File: src/rtl/stopwatch_pkg.sv
// stopwatch_pkg: state/mode encodings and the seconds limit shared by the stopwatch core
package stopwatch_pkg;
  typedef enum logic [1:0] {IDLE, RUN, PAUSE, DONE} sw_state_e;
  typedef enum logic {UP, DOWN} sw_mode_e;
  localparam int SEC_MAX = 59;
endpackage

File: src/rtl/lap_fifo.sv
// lap_fifo: first-word-fall-through FIFO that accepts a push while full when a pop happens in the same cycle
module lap_fifo #(
  parameter int WIDTH = 12,
  parameter int DEPTH = 4
) (
  input  logic             clk,
  input  logic             reset,
  input  logic             clr,
  input  logic             push,
  input  logic             pop,
  input  logic [WIDTH-1:0] din,
  output logic [WIDTH-1:0] dout,
  output logic             empty,
  output logic             full
);
  localparam int AW = $clog2(DEPTH);
  logic [WIDTH-1:0] mem [DEPTH];
  logic [AW:0] wp, rp;
  logic do_push, do_pop;
  always_comb begin
    empty = wp == rp;
    full = wp == {~rp[AW], rp[AW-1:0]};
    do_pop = pop && !empty;
    do_push = push && (!full || do_pop);
    dout = empty ? '0 : mem[rp[AW-1:0]];
  end
  always_ff @(posedge clk or posedge reset)
    if (reset) begin
      wp <= '0;
      rp <= '0;
      for (int i = 0; i < DEPTH; i++) mem[i] <= '0;
    end else if (clr) begin
      wp <= '0;
      rp <= '0;
    end else begin
      if (do_push) mem[wp[AW-1:0]] <= din;
      wp <= do_push ? wp + (AW+1)'(1) : wp;
      rp <= do_pop ? rp + (AW+1)'(1) : rp;
    end
endmodule

File: src/rtl/lap_stopwatch.sv
// lap_stopwatch: MM:SS up/down stopwatch with run-gated prescaler, countdown expiry, minute rollover and lap FIFO
module lap_stopwatch
  import stopwatch_pkg::*;
#(
  parameter int CLK_DIV = 50_000_000,
  parameter int MAX_MIN = 59,
  parameter int LAP_DEPTH = 4,
  localparam int MM_W = $clog2(MAX_MIN + 1)
) (
  input  logic            clk,
  input  logic            reset,
  input  logic            start,
  input  logic            stop,
  input  logic            clear,
  input  logic            mode,
  input  logic            load_en,
  input  logic [MM_W-1:0] load_mm,
  input  logic [5:0]      load_ss,
  input  logic            lap,
  input  logic            lap_rd,
  output logic [MM_W-1:0] MM,
  output logic [5:0]      SS,
  output logic            running,
  output logic            tick,
  output logic            rollover,
  output logic            expired,
  output logic            done,
  output logic            lap_valid,
  output logic [MM_W-1:0] lap_mm,
  output logic [5:0]      lap_ss,
  output logic            lap_ovf
);
  localparam int PW = $clog2(CLK_DIV);
  localparam logic [MM_W-1:0] MM_MAX = MM_W'(MAX_MIN);
  localparam logic [5:0] SS_MAX = 6'(SEC_MAX);
  sw_state_e state, state_n;
  sw_mode_e mode_q;
  logic [PW-1:0] pre, pre_n;
  logic [MM_W-1:0] mm_n;
  logic [5:0] ss_n;
  logic [MM_W+5:0] head;
  logic down, go, hit_zero, wrap, lap_push, full, empty;
  assign running = state == RUN;
  assign done = state == DONE;
  assign lap_valid = !empty;
  assign {lap_mm, lap_ss} = head;
  always_comb begin
    tick = state == RUN && pre == PW'(CLK_DIV - 1);
    down = state == IDLE ? mode : mode_q == DOWN;
    go = start && !stop && !(down && MM == '0 && SS == '0);
    hit_zero = tick && mode_q == DOWN && MM == '0 && SS == 6'd1;
    wrap = tick && mode_q == UP && MM == MM_MAX && SS == SS_MAX;
    lap_push = lap && (state == RUN || state == PAUSE);
    state_n = clear ? IDLE
            : state == RUN ? (hit_zero ? DONE : stop ? PAUSE : RUN)
            : (state == IDLE || state == PAUSE) && go ? RUN : state;
    pre_n = clear || state == IDLE ? '0 : state != RUN ? pre : tick ? '0 : pre + PW'(1);
    mm_n = MM;
    ss_n = SS;
    if (clear) begin
      mm_n = '0;
      ss_n = '0;
    end else if (state == IDLE && load_en) begin
      mm_n = load_mm > MM_MAX ? MM_MAX : load_mm;
      ss_n = load_ss > SS_MAX ? SS_MAX : load_ss;
    end else if (tick && mode_q == DOWN) begin
      ss_n = SS == '0 ? SS_MAX : SS - 6'd1;
      mm_n = SS == '0 ? MM - MM_W'(1) : MM;
    end else if (tick) begin
      ss_n = SS == SS_MAX ? '0 : SS + 6'd1;
      mm_n = SS != SS_MAX ? MM : MM == MM_MAX ? '0 : MM + MM_W'(1);
    end
  end
  always_ff @(posedge clk or posedge reset)
    if (reset) begin
      state <= IDLE;
      mode_q <= UP;
      pre <= '0;
      MM <= '0;
      SS <= '0;
      rollover <= 1'b0;
      expired <= 1'b0;
      lap_ovf <= 1'b0;
    end else begin
      state <= state_n;
      mode_q <= state == IDLE ? sw_mode_e'(mode) : mode_q;
      pre <= pre_n;
      MM <= mm_n;
      SS <= ss_n;
      rollover <= !clear && wrap;
      expired <= !clear && hit_zero;
      lap_ovf <= !clear && (lap_ovf || (lap_push && full && !lap_rd));
    end
  lap_fifo #(.WIDTH(MM_W + 6), .DEPTH(LAP_DEPTH)) u_fifo (
    .clk(clk),
    .reset(reset),
    .clr(clear),
    .push(lap_push),
    .pop(lap_rd),
    .din({MM, SS}),
    .dout(head),
    .empty(empty),
    .full(full)
  );
endmodule

File: config.mk
export PLATFORM = sky130hd
export DESIGN_NAME = lap_stopwatch
export DESIGN_NICKNAME = d
export VERILOG_FILES = /design/src/rtl/stopwatch_pkg.sv /design/src/rtl/lap_fifo.sv /design/src/rtl/lap_stopwatch.sv
export SDC_FILE = /design/constraint.sdc
export NUM_CORES = 1
export LEC_CHECK = 0
export BUFFER_PORTS_ARGS = -buffer_cell sky130_fd_sc_hd__clkbuf_2
export CORE_ASPECT_RATIO = 0.5
export CORE_UTILIZATION = 40
export CTS_CLUSTER_SIZE = 14
export DETAILED_ROUTE_END_ITERATION = 10
export PLACE_DENSITY = 0.66
export SYNTH_ARGS = -nofsm -noshare
export SYNTH_HDL_FRONTEND = slang
export SYNTH_SLANG_ARGS = --single-unit
File: constraint.sdc
create_clock -name clk -period 7.9 [get_ports clk]
set_clock_uncertainty 0.15 [all_clocks]
set_input_delay 0.79 -clock clk [delete_from_list [all_inputs] [get_ports clk]]
set_output_delay 0.79 -clock clk [all_outputs]
set_load 0.01 [all_outputs]
==> flow_summary_export.csv <==
group,metric,value,unit
die,die_h,85.8,um
setup_path,crit_chain,"ha_1 > nor4bb_1 > and4_1 > nand2_1 > inv_1 > clkbuf_2",
setup_path,worst-endpoint-arrival,2.54,ns
logic_synthesis,yosys_warnings,0,
power_and_ir_drop,p_seq_frac,0.464,
die,coreArea,13600,um2
placement,port_buffers,51,
sta,finalCriticalPeriod,3.48,ns
clocking,ctsResizeCount,0,
routing,via_per_inst,5.51,
hold_path,hp-class,"primary input to async pin",
final_layout,register_area,2450,um2
setup_path,crit_buf_inv,2,
die,io_pins,52,
logic_synthesis,synth_flop_cell,"dfrtp_1",
placement,dp_hpwl,8670,um
routing,dr_total_vias,4223,
die,die_w,170,um
setup_path,worstSetupEndpointType,"primary output",
logic_synthesis,syn_nets,581,
final_layout,multi_input_area,2930,um2
grt,antenna_found_initial,0,
setup_path,slowest_stage,"dfrtp_1",
final_layout,fill_cells,1268,
setup_path,crit_family,"simple AND/OR/NAND/NOR gates",
flow_run,drv_cap,0,
power_and_ir_drop,sw_frac_of_total,0.320,
clocking,numCtsBuffers,9,
sta,fmaxAchievable,287,MHz
power_and_ir_drop,intPower,942,uW
power_and_ir_drop,pwr-share-comb,0.222,
clocking,clk_pin_slew,0.07,ns
placement,dp.cells,751,
routing,dr.pass1.iters,4,
routing,wire_per_inst,16.6,um
placement,place_ws,4.74,ns
final_layout,drive_gt1_frac,0.247,
power_and_ir_drop,p_leak,0.00273,uW
grt,grt-ovfl-total,0,
clocking,post-cts-setup-buffers,0,
setup_path,cp_slowest_stage_delay,0.42,ns
routing,drc_errors,0,
routing,drt_wl_total,12800,um
die,start_util,0.413,
sta,setup_viol,0,
setup_path,cp_max_fo,8,
power_and_ir_drop,net-switching-power,444,uW
sta,finalSetupTns,0,ns
logic_synthesis,synth_edf_count,0,
clocking,clockBufferDepth,2,
sta,finalCritPeriodShare,0.441,
die,die_area,14600,um2
logic_synthesis,async_reset_ff_frac,1.00,
final_layout,antenna-diode-count,0,
final_layout,layout.cells.non_filler,767,
sta,rsz0062_at_grt,"false",
clocking,clk_latency,0.35,ns
sta,relSlewSlack,0.226,
clocking,cts_tree,"built",
setup_path,crit_type,"flip-flop to primary output",
logic_synthesis,ys_types,57,
sta,worst_slew_pin_slew,1.15,ns
grt,first_global_vias,4258,
clocking,h-tree-depth,3,
logic_synthesis,yosysTopAreaCellShare,0.436,
clocking,cts.root.buffer_cell,"clkbuf_16",
power_and_ir_drop,p_per_area,221,nW/um2
grt,grt_use_total,0.189,
setup_path,crit_path_start_kind,"flip-flop",
run_status,status,"finished clean",
sta,finalMaxSlewViolations,0,
final_layout,syn_to_final_growth,11.7,%
logic_synthesis,syn_avg_cell_area,10.3,um2
sta,finalHoldViolations,0,
logic_synthesis,yosys_register_bits,98,
power_and_ir_drop,power_frac_clock,0.314,
grt,grt_pass1_wl,21500,um
logic_synthesis,syn_inst,544,
placement,place.gp.congestion,0.826,
routing,drtAntennaViolNets,0,
final_layout,layout.nets,607,
logic_synthesis,synth_area,5620,um2
die,fp-row-count,30,
logic_synthesis,synth.area.top_cells,"dfrtp_1 44%, mux2_2 9.8%, mux4_2 4.8%",
clocking,cts_hold_buffers,0,
routing,drtIter0Drc,185,
setup_path,required,6.96,ns
grt,grt_max_degree,79,
logic_synthesis,yosysTopAreaCell,"dfrtp_1",
clocking,cts_num_sinks,98,
sta,fin_ws,4.42,ns
power_and_ir_drop,ir_worst_vdd,101,uV
logic_synthesis,ys_seq_area_frac,0.436,
-- layout by cell type, fill, tap and decap left out, types with 7 or more instances in the layout --
cell type	instances
nand3_1	20
ha_1	16
clkbuf_2	51
a21oi_1	10
and2_1	19
xnor2_1	11
dfrtp_1	98
xor2_1	18
mux2_2	49
mux4_2	12
nor4_1	8
and4_1	7
inv_1	22
o21ai_0	14
nor3_1	11
a31oi_1	11
o211ai_1	7
clkbuf_16	9
nand4_1	23
nand2_1	25
nor2_1	55
-- area by class of cell --
class                   instances  share of cell area
multi-input cells             385               0.467
flip-flops and latches         98               0.391
repair buffers                 53              0.0430
well taps                     192              0.0383
clock buffers                  10              0.0381
inverters                      23              0.0141
clock inverters                 6             0.00877
-- flip-flops by register name (all words and copies together), names as in the netlist, 2 cells and up --
name	flops
u_fifo.wp	3
u_fifo.rp	3
state	2
pre	26
MM	6
u_fifo.mem	48
SS	6
-- Yosys cell counts (5+ instances only) --
library cell / number
nand4_1: 23
o31ai_1: 6
nor2_1: 55
and2_1: 19
mux2i_1: 5
xor2_1: 18
ha_1: 16
a31oi_1: 11
dfrtp_1: 98
nor4_1: 8
a21oi_1: 10
mux2_2: 49
nand2_1: 25
o211ai_1: 7
and4_1: 7
nor3_1: 11
a211oi_1: 6
inv_1: 23
nand3_1: 20
mux4_2: 12
o21ai_0: 14
xnor2_1: 11
clkbuf_1: 36
-- final timing paths --
path                                          start             endpoint  slack (ns)  cells past startpoint
worst max register to register    SS[0]$_DFFE_PP0P_    MM[0]$_DFFE_PP0P_        4.87                      7
worst max-delay path             pre[0]$_DFFE_PP0P_                 tick        4.42                      6
max in group asynchronous                     reset  pre[19]$_DFFE_PP0P_        6.12                      3
min in group clk                pre[22]$_DFFE_PP0P_  pre[22]$_DFFE_PP0P_        0.35                      1
worst min-delay path                          reset   pre[7]$_DFFE_PP0P_        0.21                      2
worst min register to register  pre[22]$_DFFE_PP0P_  pre[22]$_DFFE_PP0P_        0.35                      1
-- power by group through the flow --
| stage | Sequential, uW | Clock [uW] | Combinational, uW |
|---|---|---|---|
| 4_1_cts | 642 | 446 | 312 |
| 6_report | 643 | 435 | 308 |
| 3_3_place_gp | 648 | 0 | 306 |
| 3_5_place_dp | 653 | 0 | 311 |
| 2_1_floorplan | 597 | 0 | 272 |
| 5_1_grt | 655 | 465 | 341 |
-- stage by stage --
step / total power, uW / hold WS (ns) / instance area, um2 / util
global placement: 954 / 0.326 / 5990 / 0.439
floorplan: 869 / 0.288 / 5620 / -
finish: 1390 / 0.213 / 6280 / 0.461
detailed placement: 963 / 0.337 / 5990 / 0.439
CTS: 1400 / 0.217 / 6280 / 0.461
global route: 1460 / 0.242 / 6280 / 0.461
-- worst reg2reg max path: stages (launching register included) --
cell	delay, ns
dfrtp_1	0.56
inv_1	0.20
ha_1	0.21
or3b_4	0.40
or4_4	0.45
a211oi_4	0.50
mux2i_1	0.18
a221oi_2	0.28
-- cells by family after synthesis --
| kind of cell | share of synthesized area |
|---|---|
| and+or+nand+nor | 0.186 |
| DFF | 0.436 |
| AOI/OAI and AO/OA | 0.0997 |
| muxes | 0.155 |
| buffers and inverters | 0.0421 |
| xor gates and xnor gates | 0.0452 |
| adders and majority gates | 0.0356 |
-- metal layers --
| metal | part of all wire | wire length (um) | track usage | up-vias |
|---|---|---|---|---|
| met5 | 0 | 0 | 0 | - |
| met4 | 0.015 | 193 | 0.0565 | 0 |
| met3 | 0.036 | 459 | 0.0374 | 19 |
| met2 | 0.48 | 6190 | 0.319 | 56 |
| met1 | 0.46 | 5920 | 0.246 | 2118 |
| li1 | - | - | - | 2030 |
Note: power is estimated with default switching activity, not from simulation.
